===== src/rtl/fetch_queue_if.sv =====
// ----------------------------------------------------------------------------
// fetch_queue_if
// Groups the fetch front end's bus signals into one bundle:
//   imem_en / imem_addr / imem_rdata    : synchronous-read instruction memory
//   redirect_valid / redirect_pc        : branch/jump redirect from downstream
//   out_valid / out_ready / out_instr /
//   out_pc / fill                       : decoder handshake and queue level
// Modport master is the fetch queue side; modport slave is the environment
// (memory, redirect source, decoder).
// ----------------------------------------------------------------------------
interface fetch_queue_if #(
    parameter int AW = 32,
    parameter int CW = 3
);
    logic          imem_en;
    logic [AW-1:0] imem_addr;
    logic [31:0]   imem_rdata;
    logic          redirect_valid;
    logic [AW-1:0] redirect_pc;
    logic          out_valid;
    logic          out_ready;
    logic [31:0]   out_instr;
    logic [AW-1:0] out_pc;
    logic [CW-1:0] fill;

    modport master (
        output imem_en,
        output imem_addr,
        input  imem_rdata,
        input  redirect_valid,
        input  redirect_pc,
        output out_valid,
        input  out_ready,
        output out_instr,
        output out_pc,
        output fill
    );

    modport slave (
        input  imem_en,
        input  imem_addr,
        output imem_rdata,
        output redirect_valid,
        output redirect_pc,
        input  out_valid,
        output out_ready,
        input  out_instr,
        input  out_pc,
        input  fill
    );
endinterface


===== src/rtl/fetch_queue.sv =====
// ----------------------------------------------------------------------------
// fetch_queue
// Instruction-fetch front end. Owns the fetch PC, issues word reads to a
// synchronous-read instruction memory, buffers each returned instruction
// together with its PC in a QDEPTH-entry circular queue and presents the head
// to decode over a valid/ready handshake. A redirect flushes the queue, drops
// the in-flight read and restarts fetch at the (word-aligned) target.
// Ports:
//   clk  - rising-edge clock
//   rst  - asynchronous active-high reset
//   bus  - fetch_queue_if.master (memory, redirect and decoder signals)
// ----------------------------------------------------------------------------
module fetch_queue #(
    parameter int          AW       = 32,
    parameter logic [31:0] RESET_PC = 32'h0000_3000,
    parameter int          QDEPTH   = 4,
    parameter int          CW       = $clog2(QDEPTH + 1)
) (
    input  logic         clk,
    input  logic         rst,
    fetch_queue_if.master bus
);
    localparam int            PW       = $clog2(QDEPTH);
    localparam logic [AW-1:0] PC_STEP  = AW'(4);
    localparam logic [AW-1:0] PC_RESET = AW'(RESET_PC);
    localparam logic [PW-1:0] PTR_ONE  = PW'(1);
    localparam logic [CW-1:0] FILL_ONE = CW'(1);
    localparam logic [CW:0]   DEPTH_W  = (CW + 1)'(QDEPTH);

    logic [AW-1:0] fetch_pc_q, fetch_pc_d;
    logic [AW-1:0] pend_pc_q, pend_pc_d;
    logic          inflight_q, inflight_d;
    logic [PW-1:0] rd_ptr_q, rd_ptr_d;
    logic [PW-1:0] wr_ptr_q, wr_ptr_d;
    logic [CW-1:0] fill_q, fill_d;
    logic [31:0]   instr_mem_q [QDEPTH];
    logic [AW-1:0] pc_mem_q    [QDEPTH];

    logic          issue_s;
    logic          push_s;
    logic          pop_s;
    logic [CW:0]   occupancy_s;
    logic [1:0]    unused_redirect_lsb_s;

    assign unused_redirect_lsb_s = bus.redirect_pc[1:0];

    // Occupancy counts the outstanding read so a returning word always has a slot.
    assign occupancy_s = {1'b0, fill_q} + {{CW{1'b0}}, inflight_q};
    assign issue_s     = !rst && !bus.redirect_valid && (occupancy_s < DEPTH_W);
    // Redirect wins over both push and pop in the same cycle.
    assign push_s      = inflight_q && !bus.redirect_valid;
    assign pop_s       = (fill_q != '0) && bus.out_ready && !bus.redirect_valid;

    // Next-state logic for PC, in-flight tracking, pointers and fill level.
    always_comb begin
        fetch_pc_d = fetch_pc_q;
        pend_pc_d  = pend_pc_q;
        inflight_d = inflight_q;
        rd_ptr_d   = rd_ptr_q;
        wr_ptr_d   = wr_ptr_q;
        fill_d     = fill_q;
        if (bus.redirect_valid) begin
            fetch_pc_d = {bus.redirect_pc[AW-1:2], 2'b00};
            inflight_d = 1'b0;
            rd_ptr_d   = '0;
            wr_ptr_d   = '0;
            fill_d     = '0;
        end else begin
            inflight_d = issue_s;
            if (issue_s) begin
                fetch_pc_d = fetch_pc_q + PC_STEP;
                pend_pc_d  = fetch_pc_q;
            end else begin
                fetch_pc_d = fetch_pc_q;
                pend_pc_d  = pend_pc_q;
            end
            if (push_s) begin
                wr_ptr_d = wr_ptr_q + PTR_ONE;
            end else begin
                wr_ptr_d = wr_ptr_q;
            end
            if (pop_s) begin
                rd_ptr_d = rd_ptr_q + PTR_ONE;
            end else begin
                rd_ptr_d = rd_ptr_q;
            end
            case ({push_s, pop_s})
                2'b10:   fill_d = fill_q + FILL_ONE;
                2'b01:   fill_d = fill_q - FILL_ONE;
                default: fill_d = fill_q;
            endcase
        end
    end

    // Control state registers.
    always_ff @(posedge clk or posedge rst) begin
        if (rst) begin
            fetch_pc_q <= PC_RESET;
            pend_pc_q  <= '0;
            inflight_q <= 1'b0;
            rd_ptr_q   <= '0;
            wr_ptr_q   <= '0;
            fill_q     <= '0;
        end else begin
            fetch_pc_q <= fetch_pc_d;
            pend_pc_q  <= pend_pc_d;
            inflight_q <= inflight_d;
            rd_ptr_q   <= rd_ptr_d;
            wr_ptr_q   <= wr_ptr_d;
            fill_q     <= fill_d;
        end
    end

    // Queue storage; cleared on reset so the head reads as zero until first push.
    always_ff @(posedge clk or posedge rst) begin
        if (rst) begin
            for (int i = 0; i < QDEPTH; i++) begin
                instr_mem_q[i] <= 32'h0000_0000;
                pc_mem_q[i]    <= '0;
            end
        end else if (push_s) begin
            instr_mem_q[wr_ptr_q] <= bus.imem_rdata;
            pc_mem_q[wr_ptr_q]    <= pend_pc_q;
        end else begin
            instr_mem_q[wr_ptr_q] <= instr_mem_q[wr_ptr_q];
            pc_mem_q[wr_ptr_q]    <= pc_mem_q[wr_ptr_q];
        end
    end

    assign bus.imem_en   = issue_s;
    assign bus.imem_addr = fetch_pc_q;
    assign bus.out_valid = (fill_q != '0);
    assign bus.out_instr = instr_mem_q[rd_ptr_q];
    assign bus.out_pc    = pc_mem_q[rd_ptr_q];
    assign bus.fill      = fill_q;
endmodule

===== src/flat_wrapper.sv =====
// flat-port wrapper written by rule: the top's interface ports become plain ports
module fetch_queue_flat 
#(
    parameter int          AW       = 32,
    parameter logic [31:0] RESET_PC = 32'h0000_3000,
    parameter int          QDEPTH   = 4,
    parameter int          CW       = $clog2(QDEPTH + 1)
)
  (clk, rst, bus_imem_en, bus_imem_addr, bus_imem_rdata, bus_redirect_valid, bus_redirect_pc, bus_out_valid, bus_out_ready, bus_out_instr, bus_out_pc, bus_fill);
  fetch_queue_if #(.AW(AW), .CW(CW)) bus_i ();
  input  logic clk;
  input  logic rst;
  output wire logic [$bits(bus_i.imem_en)-1:0] bus_imem_en;
  output wire logic [$bits(bus_i.imem_addr)-1:0] bus_imem_addr;
  input wire logic [$bits(bus_i.imem_rdata)-1:0] bus_imem_rdata;
  input wire logic [$bits(bus_i.redirect_valid)-1:0] bus_redirect_valid;
  input wire logic [$bits(bus_i.redirect_pc)-1:0] bus_redirect_pc;
  output wire logic [$bits(bus_i.out_valid)-1:0] bus_out_valid;
  input wire logic [$bits(bus_i.out_ready)-1:0] bus_out_ready;
  output wire logic [$bits(bus_i.out_instr)-1:0] bus_out_instr;
  output wire logic [$bits(bus_i.out_pc)-1:0] bus_out_pc;
  output wire logic [$bits(bus_i.fill)-1:0] bus_fill;
  assign bus_imem_en = bus_i.imem_en;
  assign bus_imem_addr = bus_i.imem_addr;
  assign bus_i.imem_rdata = bus_imem_rdata;
  assign bus_i.redirect_valid = bus_redirect_valid;
  assign bus_i.redirect_pc = bus_redirect_pc;
  assign bus_out_valid = bus_i.out_valid;
  assign bus_i.out_ready = bus_out_ready;
  assign bus_out_instr = bus_i.out_instr;
  assign bus_out_pc = bus_i.out_pc;
  assign bus_fill = bus_i.fill;
  fetch_queue #(.AW(AW), .RESET_PC(RESET_PC), .QDEPTH(QDEPTH), .CW(CW)) u_core (.clk(clk), .rst(rst), .bus(bus_i));
endmodule

===== config.mk =====
export PLATFORM = sky130hd
export DESIGN_NAME = fetch_queue_flat
export DESIGN_NICKNAME = d
export VERILOG_FILES = /design/src/rtl/fetch_queue_if.sv /design/src/rtl/fetch_queue.sv /design/src/flat_wrapper.sv
export SDC_FILE = /design/constraint.sdc
export NUM_CORES = 1
export LEC_CHECK = 0
export CORE_MARGIN = 2
export CORE_UTILIZATION = 40
export DETAILED_ROUTE_END_ITERATION = 10
export DONT_BUFFER_PORTS = 1
export MAX_ROUTING_LAYER = met4
export PLACE_DENSITY = 0.62
export SYNTH_ARGS = -nofsm -noshare
export SYNTH_HDL_FRONTEND = slang
export SYNTH_SLANG_ARGS = --single-unit

===== constraint.sdc =====
create_clock -name clk -period 29.1 [get_ports clk]
set_clock_uncertainty 0.2 [all_clocks]
set_input_delay 1.455 -clock clk [delete_from_list [all_inputs] [get_ports clk]]
set_output_delay 1.455 -clock clk [all_outputs]
set_load 0.02 [all_outputs]

After elaboration in Yosys (flattened, before gate mapping)
Cells that the tools add are included.
{ "word_totals": {"out_inout_bits": 101, "word_cells": 72, "in_bits": 68, "ff_bits": 328} }
{ "classes": {"n_addsub": 6, "reduce_logical": 14, "n_eq_ne": 2, "mux": 29, "bitwise_logic": 3, "n_lt_le_gt_ge": 4} }
{ "op_table": {"columns": ["op", "count"], "rows": [
  ["$bwmux 128", 4],
  ["$mux 32", 11],
  ["$bmux 32 s2", 4],
  ["$mux 128", 2],
  ["$demux 32 s2", 1],
  ["$add 32x3->32 const B", 1],
  ["$mux 2", 4],
  ["$ge 3x3->1 const B", 2],
  ["$logic_and 1x1->1", 6],
  ["$not 2->3", 2],
  ["$pmux 3 s2", 1],
  ["$reduce_bool 2->1", 3],
  ["$reduce_bool 3->1", 2],
  ["$add 2x1->2 const B", 2],
  ["$add 3x1->4", 1],
  ["$lt 4x3->1 const B", 1],
  ["$add 3x1->3 const B", 1],
  ["$lt 3x1->1 const B", 1],
  ["$mux 3", 1],
  ["$sub 3x1->3 const B", 1],
  ["$eq 2x1->1 const B", 1],
  ["$eq 2x2->1 const B", 1],
  ["$logic_not 1->1", 2],
  ["$reduce_and 2->1", 1],
  ["other kinds (2)", 2]
]} }

Longest topological paths before layout
{ "depth": {"word_depth": 7, "mapped_depth": 9, "ltp_nobuf": 7} }

Worst setup path after synthesis
No wires, ideal clock.
{ "synth_timing": {"kind": "in2out", "startpoint": "in bus_redirect_valid", "endpoint": "out bus_imem_en", "arrival_ns": 2.758, "t_required_ns": 27.445, "slack_ns": 24.687, "n_path_buf": 4, "stages": 6, "path_cell_list": "clkbuf_1 -> or4_1 -> buf_2 -> clkinv_2 -> buf_2 -> buf_2"} }
{ "synth_via": {"elab_chain_cells": 3} }
{ "synth_lines": {"columns": ["element", "line_no", "source"], "rows": [
  ["from (decl)", "flat_wrapper.sv:16", "input wire logic [$bits(bus_i.redirect_valid)-1:0] bus_redirect_valid;"],
  ["$logic_not 1->1", "fetch_queue.sv:49", "assign issue_s = !rst && !bus.redirect_valid && (occupancy_s < DEPTH_W);"],
  ["$logic_and 1x1->1 (2 in series)", "fetch_queue.sv:49", null],
  ["to (decl)", "flat_wrapper.sv:13", "output wire logic [$bits(bus_i.imem_en)-1:0] bus_imem_en;"]
]} }
Every way passes these cells.

Worst setup path after layout
Ends and elaborated chain as after synthesis.

==> impl_metrics.tcl <==
set metrics [dict create \
    outcome "finished, final reports clean" \
    fp-row-count 73 \
    seq_area_um2 8130 \
    synth_top_family_by_area "multiplexers" \
    drt-vias-per-instance 5.74 \
    final_cell_mix "dfrtp_1, nor2_1, a21oi_1" \
    power_density_nw_per_um2 108 \
    ff2ff_path_depth 6 \
    numCtsBuffers 39 \
    async_flop_share 1.00 \
    start_util 0.404 \
    hold_viol 0 \
    post_cts_buffers 0 \
    core-area_um2 39500 \
    crit_chain "or4_2, clkinv_2" \
    final_cell_count_no_fill 1917 \
    firstDrtPassIters 5 \
    ios 169 \
    wl_per_cell_um 21.2 \
    cts_tree "done" \
    worstPathArrival_ps 3430 \
    avgSynthCellArea_um2 11.2 \
    synth_cells 1428 \
    grt_pass1_wl_um 64500 \
    ys_ff_latch 324 \
    synth_top_flop_cell "dfrtp_1" \
    max-vdd-ir-drop_mv 0.0642 \
    setup_violations 0 \
    finalSetupTns_ps 0 \
    synth_simple_gate_area_frac 0.117 \
    ant_nets 0 \
    wirelength_um 40600 \
    synth_cell_types 44 \
    dp.cells 1847 \
    crit_path_end_kind "output port" \
    power.leakage_uw 0.00705 \
    die-area_um2 41500 \
    dp_hpwl_um 24400 \
    yosysSeqAreaShare 0.508 \
    grt_max_degree 107 \
    slew_violations 0 \
    htree_levels 2 \
    route.detailed.drc 0 \
    gp_congestion 0.808 \
    worstReg2RegStart "u_core.bus.fill[0]$_DFFE_PP0P_" \
    worstMarginPinSlew_ps 1130 \
    layout-drive-gt1-share 0.165 \
    cp_slowest_cell "or4_2" \
    clock_latency_ps 550 \
    nFillCells 3643 \
    r2r_end "u_core.bus.imem_addr[9]$_DFFE_PP0P_" \
    yosysWarnings 0 \
    worstPathBufferInverterCount 1 \
    crit_family "simple AND/OR/NAND/NOR gates" \
    synth_edf_count 0 \
    grt_pass1_vias 11200 \
    rsz0062_at_grt "false" \
    syn_area_um2 16000 \
    hold_path_end "u_core.pend_pc_q[23]$_DFFE_PP0P_" \
    drt_iter0_drc 804 \
    layout.nets 1437 \
    worstHoldPathCells 2 \
    path_clk_slew_ps 60 \
    max_slew_margin 0.246 \
    cts.sinks 324 \
    layout_commonest_cell "dfrtp_1" \
    io_buffers 0 \
    grtUsageTotal 0.205 \
    maxCapViolCount 0 \
    clockRootBuffer "clkbuf_16" \
    fmax_mhz 197 \
    holdBufCountCts 0 \
    grt-ovfl-total 0 \
    synth_xor_area_frac 0.00384 \
    ctsLongestPathBuffers 3 \
    fp.dieH_um 204 \
    multi_input_comb_area_um2 7380 \
    cts_resized 0 \
    post-route-period-util 0.175 \
    cp_max_fo 59 \
    required_ps 27440 \
    diodes 0 \
    critPathMaxStageDelay_ps 1200 \
    r2r_slack_ps 24710 \
    die_w_um 204 \
    yosys.area_share.adder 0.00517 \
    startpoint_type "input pin" \
    hp-start "u_core.pend_pc_q[23]$_DFFE_PP0P_" \
    antenna_found_initial 0 \
    critPathKind "in2out" \
    finalCriticalPeriod_ps 5080 \
    vias 11000 \
    hold_class "reg2reg" \
    muxShareOfSynthArea 0.227 \
    synth_compound_area_frac 0.105 \
    area_growth_pct 10.5 \
]
## synthesized netlist by cell type (10+ instances only)
library cell,n,area [um2]
dfrtp_1,322,8060
nor2_1,263,987
a21oi_1,251,1260
mux4_2,128,2880
nand2_1,118,443
clkbuf_1,80,300
mux2i_1,65,651
buf_2,25,125
nand3_1,25,125
o21ai_0,20,100
buf_1,10,37.5
## registers in the layout, indices dropped and copies added (netlist names)
register / cells
u_core.bus.imem_addr: 30
u_core.bus.fill: 3
u_core.pend_pc_q: 30
u_core.instr_mem_q: 128
u_core.inflight_q: 1
u_core.wr_ptr_q: 2
u_core.rd_ptr_q: 2
u_core.pc_mem_q: 128
## worst max path at each step
stage	start	endpoint	slack [ps]	depth (start not counted)
finish	bus_redirect_valid	bus_imem_en	24020	2
global route	bus_redirect_valid	bus_imem_en	23920	2
CTS	bus_redirect_valid	bus_imem_en	24000	2
detailed placement	bus_redirect_valid	bus_imem_en	24000	2
global placement	bus_redirect_valid	bus_imem_en	24010	2
floorplan	rst	u_core.bus.fill[0]$_DFFE_PP0P_	18480	1
## layer usage
layer  up-vias  wire, um  track usage
li1       5049         -            -
met5         -         0            -
met3        56      2730       0.0492
met1      5548     18400        0.281
met2       345     18700        0.306
met4         0       849       0.0574
## stage by stage
stage	worst slack [ps]	hold slack (ps)	area (um2)	utilization	power (uW)
5_1_grt	23920	304	17600	0.446	2020
2_1_floorplan	18480	245	16000	-	1250
6_report	24020	274	17600	0.446	1900
4_1_cts	24000	283	17600	0.446	1920
3_3_place_gp	24010	268	16300	0.412	1370
3_5_place_dp	24000	268	16300	0.412	1400
## final cells by class
| class | count | share of cell area |
|---|---|---|
| flip-flops and latches | 324 | 0.461 |
| clock inverters | 18 | 0.0140 |
| repair buffers | 12 | 0.00511 |
| multi-input cells | 978 | 0.419 |
| inverters | 8 | 0.00220 |
| well taps | 525 | 0.0373 |
| clock buffers | 52 | 0.0622 |
## power by group
part / leakage [uW] / total [uW] / switching, uW / internal [uW]
Combinational: 0.00297 / 594 / 338 / 256
Clock: 0.000656 / 508 / 197 / 311
Sequential: 0.00343 / 797 / 167 / 630
## cells by family after synthesis
| kind of cell | Yosys count |
|---|---|
| flops | 324 |
| buf+inv | 127 |
| fa+ha+maj | 6 |
| compound gates | 310 |
| xor+xnor | 7 |
| mux | 201 |
| other cells | 1 |
| simple gates | 452 |
Power figures use the tool's default switching activity.
